$ cat src/rtl/pipeline_hazard_ctrl.sv
// Stall/flush sequencer for the five-stage pipeline with a data-bus wait watchdog.
// Optional performance counters are built when HAZARD_PERF_CNT_EN is defined.
//
// state    | meaning
// ---------+-----------------------------------------------------------
// RUN      | no outstanding bus wait; hazards resolved by priority
// MEM_WAIT | MEM access waiting on mem_ack; wait_cnt counts wait cycles
module pipeline_hazard_ctrl #(
   parameter int TIMEOUT = 255
) (
   input  logic        cpu_clk,
   input  logic        cpu_rstn,
   input  logic        data_hazard,
   input  logic        EX_branch_taken,
   input  logic        mem_req,
   input  logic        mem_ack,
   output logic        pc_stall,
   output logic        IF_ID_stall,
   output logic        IF_ID_flush,
   output logic        ID_EX_stall,
   output logic        ID_EX_flush,
   output logic        EX_MEM_stall,
   output logic        MEM_WB_flush,
   output logic        bus_err
`ifdef HAZARD_PERF_CNT_EN
   ,
   output logic [31:0] perf_stall_cnt,
   output logic [31:0] perf_flush_cnt
`endif
);

   localparam logic RUN      = 1'b0;
   localparam logic MEM_WAIT = 1'b1;

   localparam logic [15:0] TIMEOUT_C = 16'(TIMEOUT);

   logic        state_q;
   logic        state_d;
   logic [15:0] wait_cnt_q;
   logic [15:0] wait_cnt_d;
   logic        abort;
   logic        freeze;
   logic        timeout_err;

   always_comb begin
      abort       = (state_q == MEM_WAIT) && (wait_cnt_q == TIMEOUT_C);
      freeze      = mem_req & ~mem_ack & ~abort;
      // an ack landing on the abort cycle completes the access, so no error
      timeout_err = abort & mem_req & ~mem_ack;
   end

   always_comb begin
      pc_stall     = 1'b0;
      IF_ID_stall  = 1'b0;
      IF_ID_flush  = 1'b0;
      ID_EX_stall  = 1'b0;
      ID_EX_flush  = 1'b0;
      EX_MEM_stall = 1'b0;
      MEM_WB_flush = 1'b0;
      bus_err      = 1'b0;
      if (cpu_rstn) begin
         if (freeze) begin
            pc_stall     = 1'b1;
            IF_ID_stall  = 1'b1;
            ID_EX_stall  = 1'b1;
            EX_MEM_stall = 1'b1;
            MEM_WB_flush = 1'b1;
         end else if (EX_branch_taken) begin
            IF_ID_flush = 1'b1;
            ID_EX_flush = 1'b1;
         end else if (data_hazard) begin
            pc_stall    = 1'b1;
            IF_ID_stall = 1'b1;
            ID_EX_flush = 1'b1;
         end
         if (timeout_err) begin
            MEM_WB_flush = 1'b1;
            bus_err      = 1'b1;
         end
      end
   end

   always_comb begin
      state_d    = state_q;
      wait_cnt_d = wait_cnt_q;
      case (state_q)
         RUN: begin
            if (mem_req & ~mem_ack) begin
               state_d    = MEM_WAIT;
               wait_cnt_d = 16'd1;
            end
         end
         MEM_WAIT: begin
            // dropped mem_req is a protocol violation: quietly return to RUN
            if (mem_ack | abort | ~mem_req) begin
               state_d    = RUN;
               wait_cnt_d = 16'd0;
            end else begin
               wait_cnt_d = wait_cnt_q + 16'd1;
            end
         end
         default: begin
            state_d    = RUN;
            wait_cnt_d = 16'd0;
         end
      endcase
   end

   always_ff @(posedge cpu_clk or negedge cpu_rstn) begin
      if (!cpu_rstn) begin
         state_q    <= RUN;
         wait_cnt_q <= 16'd0;
      end else begin
         state_q    <= state_d;
         wait_cnt_q <= wait_cnt_d;
      end
   end

`ifdef HAZARD_PERF_CNT_EN
   logic branch_flush;

   always_comb begin
      branch_flush = cpu_rstn & EX_branch_taken & ~freeze;
   end

   always_ff @(posedge cpu_clk or negedge cpu_rstn) begin
      if (!cpu_rstn) begin
         perf_stall_cnt <= 32'd0;
         perf_flush_cnt <= 32'd0;
      end else begin
         if (pc_stall) begin
            perf_stall_cnt <= perf_stall_cnt + 32'd1;
         end
         if (branch_flush) begin
            perf_flush_cnt <= perf_flush_cnt + 32'd1;
         end
      end
   end
`else
   // counters absent in this build; control path is unchanged
`endif

endmodule

$ cat config.mk
export PLATFORM = sky130hd
export DESIGN_NAME = pipeline_hazard_ctrl
export DESIGN_NICKNAME = d
export VERILOG_FILES = /design/src/rtl/pipeline_hazard_ctrl.sv
export SDC_FILE = /design/constraint.sdc
export NUM_CORES = 1
export LEC_CHECK = 0
export ABC_AREA = 1
export BUFFER_PORTS_ARGS = -buffer_cell sky130_fd_sc_hd__buf_2
export CAP_MARGIN = 10
export CORE_MARGIN = 10
export CORE_UTILIZATION = 60
export CTS_CLUSTER_DIAMETER = 40
export CTS_CLUSTER_SIZE = 12
export DETAILED_ROUTE_END_ITERATION = 8
export GPL_TIMING_DRIVEN = 0
export HOLD_SLACK_MARGIN = 0.02
export PLACE_DENSITY = 0.84
export SLEW_MARGIN = 30
export SYNTH_ARGS = -nofsm -noshare
export SYNTH_HDL_FRONTEND = slang
export SYNTH_SLANG_ARGS = --single-unit
$ cat constraint.sdc
create_clock -name cpu_clk -period 4.1 [get_ports cpu_clk]
set_input_delay 0.41 -clock cpu_clk [delete_from_list [all_inputs] [get_ports cpu_clk]]
set_output_delay 0.41 -clock cpu_clk [all_outputs]
set_load 0.01 [all_outputs]
# Yosys cells after proc, flatten, opt, wreduce, memory -nomap -nowiden
# Index checks and enable logic that the tools add are counted.
# W data, S select, Z words.
# totals
register_bits	17
in_bits	6
out_inout_bits	8
elab_cells	38
# op_classes
add_sub_neg	1
eq_ne	2
muxes	22
n_bitwise	10
n_reduce_logical	1
# op_table
cell	count
$mux W16	2
$pmux W16 S2	1
$mux W1	18
$add A16 B1 Y16 const B	1
$eq A16 B8 Y1 const B	1
$and A1 B1 Y1	4
$not A1 Y1	4
$ne A2 B2 Y1 const B	1
$or A1 B1 Y1	2
$pmux W1 S2	1
$logic_and A1 B1 Y1	1

# Logic depth before layout (Yosys ltp)
# Gate-level depths: netlist (run 1).
# logic_depth
depth_word	7
ltp_mapped	9
mapped_depth_nobuf	9

# Least setup slack after synthesis (run 1)
# OpenSTA, ideal clock, no wires.
# synth_timing
kind	flip-flop to output port
startpoint	register wait_cnt_q[0]
endpoint	output port pc_stall
t_arrival_ns	1.390
required_ns	3.690
slack_ns	2.300
stages_incl_launch_ff	8
n_path_buf	1
path_cell_list	dfrtp_1 -> ha_1 -> nand3_2 -> nor2_2 -> nand2_1 -> nand2_2 -> a21oi_1 -> buf_4
# synth_via
elab_chain_cells	6
# synth_lines
item	line_no	rtl
start: declaration	39	logic [15:0] wait_cnt_q;
start signal: assignment	115	wait_cnt_q <= wait_cnt_d;
$eq A16 B8 Y1	46	abort = (state_q == MEM_WAIT) && (wait_cnt_q == TIMEOUT_C);
$logic_and A1 B1 Y1	46	
$not A1 Y1	47	freeze = mem_req & ~mem_ack & ~abort;
$and A1 B1 Y1	47	
$mux W1 (2 in series)	--	
end: declaration	17	output logic pc_stall,
# Every way passes these cells.

# Final worst setup path (run 1)
# layout_timing
startpoint	register wait_cnt_q[0]
endpoint	output port pc_stall
# layout_via
elab_chain_cells	6
# layout_lines
item	line_no	rtl
$eq A16 B8 Y1	46	
$logic_and A1 B1 Y1	46	
$not A1 Y1	47	
$and A1 B1 Y1	47	
$mux W1	62	if (freeze) begin
$mux W1	61	if (cpu_rstn) begin
# Every way passes these cells.

==> results of run 1 <==
[Yosys cell counts]
cell type	count	area (um2)
buf_4	2	15.0
nand2_2	3	18.8
nor2_1	23	86.3
o21ai_1	11	55.1
xor2_1	4	35.0
o22ai_1	1	6.26
nor3_1	2	10.0
inv_1	19	71.3
nand4_1	3	18.8
nand2_1	54	203
nor2_4	1	11.3
nand3_1	12	60.1
nor2_2	5	31.3
o21bai_2	1	11.3
ha_1	1	12.5
a21oi_1	1	5.00
buf_6	1	11.3
xnor2_1	3	26.3
buf_2	2	10.0
nand3_2	2	20.0
o21ai_0	2	10.0
dfrtp_1	17	425
[kinds of logic after synthesis]
kind of cell	count (synthesis)
AO/OA/AOI/OAI	16
XOR/XNOR	7
adder cells (fa/ha/maj)	1
buffers and inverters	24
flip-flops	17
AND/OR/NAND/NOR	105
[worst min path at each step]
stage	from	end	slack [ns]	cells past startpoint
after floorplan	cpu_rstn	state_q	0.11	0
after global placement	cpu_rstn	wait_cnt_q[7]	0.37	1
after detailed placement	cpu_rstn	wait_cnt_q[7]	0.37	1
after CTS	cpu_rstn	wait_cnt_q[7]	0.05	1
after global routing	cpu_rstn	wait_cnt_q[7]	0.05	1
final	cpu_rstn	wait_cnt_q[7]	0.04	1
[area by class of cell]
type,count,area (um2),area share
well taps,25,31.3,0.0245
plain buffers,5,36.3,0.0284
multi-input cells,129,621,0.486
repair buffers,13,65.1,0.0510
clock buffers,4,26.3,0.0206
flip-flops and latches,17,425,0.333
inverters,19,71.3,0.0559
[metrics by stage]
| step | std cells | setup WS [ns] | hold slack, ns | power (mW) | area [um2] |
|---|---|---|---|---|---|
| after global routing | 212 | 1.78 | 0.0492 | 0.310 | 1280 |
| after detailed placement | 208 | 2.23 | 0.372 | 0.209 | 1250 |
| after CTS | 212 | 1.89 | 0.0469 | 0.300 | 1280 |
| final | 212 | 1.90 | 0.0439 | 0.297 | 1280 |
| after floorplan | 170 | 2.30 | 0.114 | 0.195 | 1150 |
| after global placement | 208 | 2.25 | 0.366 | 0.208 | 1250 |
[state kept, by name, summed over array words and instances (netlist names)]
| name | flops |
|---|---|
| state_q | 1 |
| wait_cnt_q | 16 |
[report_power, final]
group,internal (mW),switching (mW),leakage [nW]
Clock,0.0378,0.0543,0.0150
Combinational,0.0114,0.0201,0.365
Sequential,0.170,0.00349,0.234
[metal layers]
layer	global-route usage	part of all wire	vias up
met5	0	0	-
met4	0.0601	0.024	0
met3	0.0314	0.026	6
met2	0.224	0.51	14
met1	0.158	0.44	511
li1	-	-	564
[cell usage in the layout (no fill, tap or decap)]
cell and instances:
xnor2_1 3, a21oi_1 1, nor2_1 23, o21bai_2 1
dfrtp_1 17, buf_4 2, xor2_1 4, nand2_1 54
inv_1 19, nand4_1 3, buf_6 1, nand3_2 2
nor3_1 2, o22ai_1 1, clkbuf_1 1, o21ai_0 2
clkbuf_4 3, nand3_1 12, nor2_2 5, nor2_4 1
buf_2 15, ha_1 1, nand2_2 3, o21ai_1 11
[critical path: stages (launching register included)]
cell,delay (ns)
dfrtp_1,0.42
ha_1,0.24
nand3_2,0.13
nor2_2,0.16
nand2_1,0.09
nand2_2,0.10
a21oi_1,0.09
buf_4,0.13
buf_2,0.13
==> results, run 1 <==
- Setup violations remaining at the end of the flow were counted as 0.
- A synthesized cell averages approximately 6.8 um2.
- The post-CTS repair timing setup buffer count is 0.
- The nature of the critical path endpoint is a primary output.
- The critical setup path kind is register to primary output.
- The overall routed net length is 2660 um.
- Routability-driven placement finished with a final weighted congestion of 0.882.
- The ratio of total power to cell area is 233 nW/um2.
- The wire length of the first global-routing pass is 4420 um.
- Post-CTS repair changed the size of 0 cells.
- In the global route stage, overall resource usage came out at 0.134.
- The count of final max-slew check failures is 0.
- In the finished design, the share of the clock period the worst path needs comes to 0.538.
- The run finished with clean final reports.
- The hold violation count in the final report is 0.
- The source of the critical timing path is wait_cnt_q[0].
- The die is roughly 64 um tall.
- The warning count from the yosys run is 0.
- Across all register-to-register paths, the minimum setup slack is 2.59 ns.
- The clock-pin slew on the worst setup and hold paths is around 0.1 ns.
- Yosys mapped the design onto 22 distinct sky130hd cell types.
- The top-level I/O count is 14.
- For this run, the top clock speed supported by timing is ~450 MHz.
- The die covers 4080 um2.
- In this run the critical register-to-register path is captured at wait_cnt_q[2].
- In this run the worst path has a maximum fanout of 5.
- Of the post-synthesis cell area, the part taken by muxes is 0.
- The share of layout cells above drive strength 1 is 0.176.
- Dividing the detail-routed wire length by the instance count gives about 13 um.
- The detail route stage leaves a number of antenna-violating nets equal to 0.
- The final critical delay including setup and external delays is ~2.2 ns.
- Across the run, the number of max-cap violations was 0.
- After detailed routing, the number of remaining DRC violations is 0.
- Setup repair after global routing left no endpoint under its margin.
- After routing, the total negative slack on setup checks comes to 0 ns.
- At the end of the flow, the number of nets in the layout was about 200.
- The number of H-tree branching levels is 1.
- Using the TritonRoute via totals, the vias-per-cell ratio works out to between 5 and 6.
- For the pin with the worst max-slew slack, the measured transition is between 0.4 and 0.5 ns.
- The worst supply voltage drop on vdd is roughly 0.18 mV.
- The end point of the critical path is pc_stall.
- Of the synthesized area, sequential elements account for 0.369.
- The number of hold-repair buffers added at the cts stage is 0.
- The initial standard-cell utilization of the core is 0.647.
- The deepest clock path buffer count is 2.
- The area share of fa/ha/maj cells after synthesis is 0.0108.
- The post-synthesis instance total is between 150 and 200.
- The clock tree from TritonCTS is done.
- The placeable core region is around 1800 um2.
- In this run the static leakage power is 0.614 nW.
- Headroom to the max-slew limit came out at 0.706.
- The final standard cell utilization of the core is 0.716.
- The data arrival at the endpoint of the critical path is between 1.5 and 2 ns.
- The maximum number of pins on one net before global-route repair is 20.
- The total number of placement rows is 15.
- The total overflow reported by the global router is 0.
- On the final layout, the worst clock skew is 0.00188 ns.
- The path category of the worst min-delay check is primary input to async pin.
- The number of clock buffers added by TritonCTS is 3.
- Relative to the synthesized area, the layout overhead comes to 10.6%.
- The via count of the first global-routing pass came to around 970.
- The via count is between 1000 and 1500.
- Before antenna repair, the detailed router went through 4 iterations.
- 0 antenna diodes ended up in the layout.
- The number of cell instances on the worst register-to-register path is 7.
- After synthesis, the largest family of logic cells by area is simple AND/OR/NAND/NOR gates.
- The synthesized net count is 177.
- For this design, the sink count on the clock tree is 17.
- CTS placed an instance of clkbuf_4 at the clock tree root.
- Of the total synthesized cell area, the portion taken by XOR and XNOR cells is 0.0531.
- The simple-gate share of the synthesized area is 0.398.
- After synthesis the cells add up to about 1200 um2.
- The die span in x is ~64 um.
- The number of antenna violations at the first check in global routing is 0.
- The count of buffers inserted at the top-level ports is 13.
- The area fraction in compound gates after synthesis is 0.0759.
- The final HPWL from detailed placement is slightly above 2000 um.
- The first routing iteration left 49 violations.
- The worst register-to-register path begins at wait_cnt_q[0].
- The filler cells instantiated in the layout total about 170.
- STA classifies the critical path startpoint as a register.
- The clock latency of the later-clocked register in the worst-skew pair is between 0.2 and 0.3 ns.
- The register bit count reported by yosys is 17.
- At the worst endpoint, the required time is 3.69 ns.
Power figures use the tool's default switching activity.
==> run 2, diff against run 1 <==
- CORE_UTILIZATION: 60 -> 56
- PLACE_DENSITY: 0.84 -> 0.79
- clock period: 4.1 -> 2.06 ns (I/O delays scaled with it)
==> run 2 against run 1 <==
Die area is 4.9% higher. Combinational power rose to 2.6 times the previous value. Sequential share of layout area fell by 1.2 points. Sequential cell count did not move. Non-clock buffer count grew 4. Wire length increased by 1.8%. Largest cell class unchanged.
==> results, run 2 (synthesis gave the netlist of run 1 again) <==
- The register-to-register setup slack is slightly above 0.6 ns.
- Counting I/O delays and the setup requirement, the final critical path takes about 2 ns.
- The initial standard-cell utilization of the core is 0.588.
- The global placement routability congestion is 0.895.
- The total overflow reported by the global router is 0.
- The largest clock skew in the final design is just under 0.008 ns.
- The longest individual stage delay on the worst path is between 0.5 and 0.6 ns.
- The signal on the critical path passes through dlygate4sd3_1, buf_2, inv_1, a21oi_1, buf_4, buf_2.
- The clock latency of the later-clocked register in the worst-skew pair is ~0.30 ns.
- The post-route standard cell area excluding fillers is between 1000 and 1500 um2.
- The endpoint of the worst register-to-register path is wait_cnt_q[2].
- The placeable core region is around 2000 um2.
- The startpoint kind of the worst setup timing path is a primary input.
- Max-cap violations in this run came to 0.
- The area growth from synthesis to layout is 14.8%.
- In this run the most critical hold path is launched from mem_ack.
- The longest clock path from root to sink contains 2 buffers.
- The ratio of total power to cell area is 463 nW/um2.
- The worst-case hold path end point is state_q.
- The post-route clock period utilization is 0.976.
- At the placement stage, the worst setup path has a slack of 0.334 ns.
- The post-placement cell area is about 1300 um2.
- For this block, the initial DRC count from the detailed router was 16.
- The critical setup path kind is primary input to primary output.
- The via count is between 1000 and 1500.
- The final HPWL from detailed placement is around 2000 um.
- The worst register-to-register path begins at wait_cnt_q[0].
- The routed length per placed instance is 12.4 um.
- The source of the critical timing path is cpu_rstn.
- In this run the tightest slew margin relative to its limit is 0.710.
- The maximum number of pins on one net before global-route repair is 20.
- The leakage power total is approximately 0.63 nW.
- CTS placed an instance of clkbuf_4 at the clock tree root.
- Measured in cells, the most critical reg-to-reg path has a length of 7.
- The number of antenna violations at the first check in global routing is 0.
- At the worst endpoint, the required time is around 1.9 ns.
- CTS built an H-tree with a depth of 1.
- The cell depth of the worst min-delay path is 4.
- Counting the fill cells in the layout gives 188.
- Of the cells placed in the final design, the portion with a size suffix greater than 1 is 0.194.
- The die span in x is 65.4 um.
- The family with the most delay on the worst path is buffers and inverters.
- The clock-pin slew on the worst setup and hold paths is 0.11 ns.
- The number of flip-flops under the largest register name is 16.
- The flow ran to the end, and the final reports show no timing, DRC or antenna violations.
- The average via count per standard cell is a little over 5.
- The area of the die is 4280 um2.
- The die is roughly 65 um tall.
- The first global-routing pass estimated ~4500 um of wire.
- In this run the core area contains 16 standard-cell rows.
- The nature of the critical path endpoint is a primary output.
- The top cell types in the final layout, fill and taps aside, are nand2_1, nor2_1, inv_1.
- The total inserted antenna cells is 0.
- The data arrival at the endpoint of the critical path is about 1.8 ns.
- The hold violation count in the final report is 0.
- Leaving out fill and tap cells, the most frequent cell in the layout is nand2_1.
- The via count of the first global-routing pass is about 1100.
- The achievable frequency is between 400 and 500 MHz.
- The DRC violations left is 0.
- After detailed routing, the total wire length is 2710 um.
- The length of the first detailed-routing pass in iterations is 4.
- For the pin with the worst max-slew slack, the measured transition is roughly 0.43 ns.
- For this run, the post-layout net count is approximately 200.
- The final standard cell utilization of the core is 0.675.
- The cell repeated most along the worst path is buf_2.
- The remaining number of nets flagged by the antenna check after routing is 0.
- The count of buffers inserted at the top-level ports is 13.
- In the final layout, the registers with the most flip-flops are wait_cnt_q: 16 flops, state_q: 1 flops.
- The cell with the largest stage delay on the worst path is dlygate4sd3_1.
- The top-level I/O count is 14.
- The register ranked first by flip-flop count is wait_cnt_q.
- The count of final max-slew check failures is 0.
- Across every metal layer, demand over resource in global routing totals 0.128.
- Setup violations remaining at the end of the flow were counted as 0.
- Together, buffers and inverters on the worst path number 5.
- The number of CTS-inserted buffers is 3.
- Once routing completed, OpenROAD measured the worst setup slack at 0.0502 ns.
- VDD sags by at most 0.326 mV.
- The worst-path maximum fanout is 19.
- For this design, the sink count on the clock tree is 17.
- The clock tree from TritonCTS is done.
- In this run the worst hold path is classified as primary input to register.
run 2: metal layers:
metal / track usage / vias up / wire, um
met5: 0 / - / 0
met4: 0.0455 / 0 / 49
met3: 0.0339 / 6 / 104
met2: 0.227 / 22 / 1320
met1: 0.144 / 521 / 1240
li1: - / 572 / -
run 2: what timing repair did:
item	CTS	global route
hold buffers	1	0
endpoints found under the hold margin	17	0
resized for setup	1	1
pin swaps	0	0
endpoints found under the setup margin	1	4
buffers inserted	0	3
run 2: final cells by class:
type	count	area (um2)	share of cell area
plain buffers	5	36.3	0.0274
clock buffers	4	26.3	0.0198
inverters	19	71.3	0.0539
multi-input cells	129	633	0.478
flip-flops and latches	17	425	0.321
well taps	27	33.8	0.0255
repair buffers	17	97.6	0.0737
run 2: worst max path at each step:
stage	to	slack [ns]	cells past startpoint
2_1_floorplan	pc_stall	0.46	7
3_3_place_gp	pc_stall	0.38	8
3_5_place_dp	pc_stall	0.33	8
4_1_cts	pc_stall	0.02	8
5_1_grt	pc_stall	-0.05	6
6_report	pc_stall	0.05	6
run 2: worst reg2reg max path, delay by kind of cell (launching register included):
family | cells | cell delay (ns)
AND/OR/NAND/NOR | 4 | 0.49
flip-flops | 1 | 0.43
adder cells (fa/ha/maj) | 1 | 0.18
buffers and inverters | 1 | 0.17
AO/OA/AOI/OAI | 1 | 0.07
run 2: metrics by stage:
| step | hold slack (ns) | total power [mW] | TNS [ns] | std cells |
|---|---|---|---|---|
| after global routing | 0.276 | 0.636 | -0.0485 | 218 |
| after global placement | 0.165 | 0.415 | 0 | 210 |
| after floorplan | -0.0896 | 0.388 | 0 | 170 |
| final | 0.244 | 0.613 | 0 | 218 |
| after CTS | 0.249 | 0.600 | 0 | 215 |
| after detailed placement | 0.171 | 0.417 | 0 | 210 |
run 2: where the power goes:
| part | leakage (nW) | switching [mW] | internal [mW] |
|---|---|---|---|
| clock | 0.0150 | 0.110 | 0.0754 |
| sequential | 0.234 | 0.00778 | 0.339 |
| combinational | 0.384 | 0.0455 | 0.0349 |
| total | 0.632 | 0.163 | 0.449 |
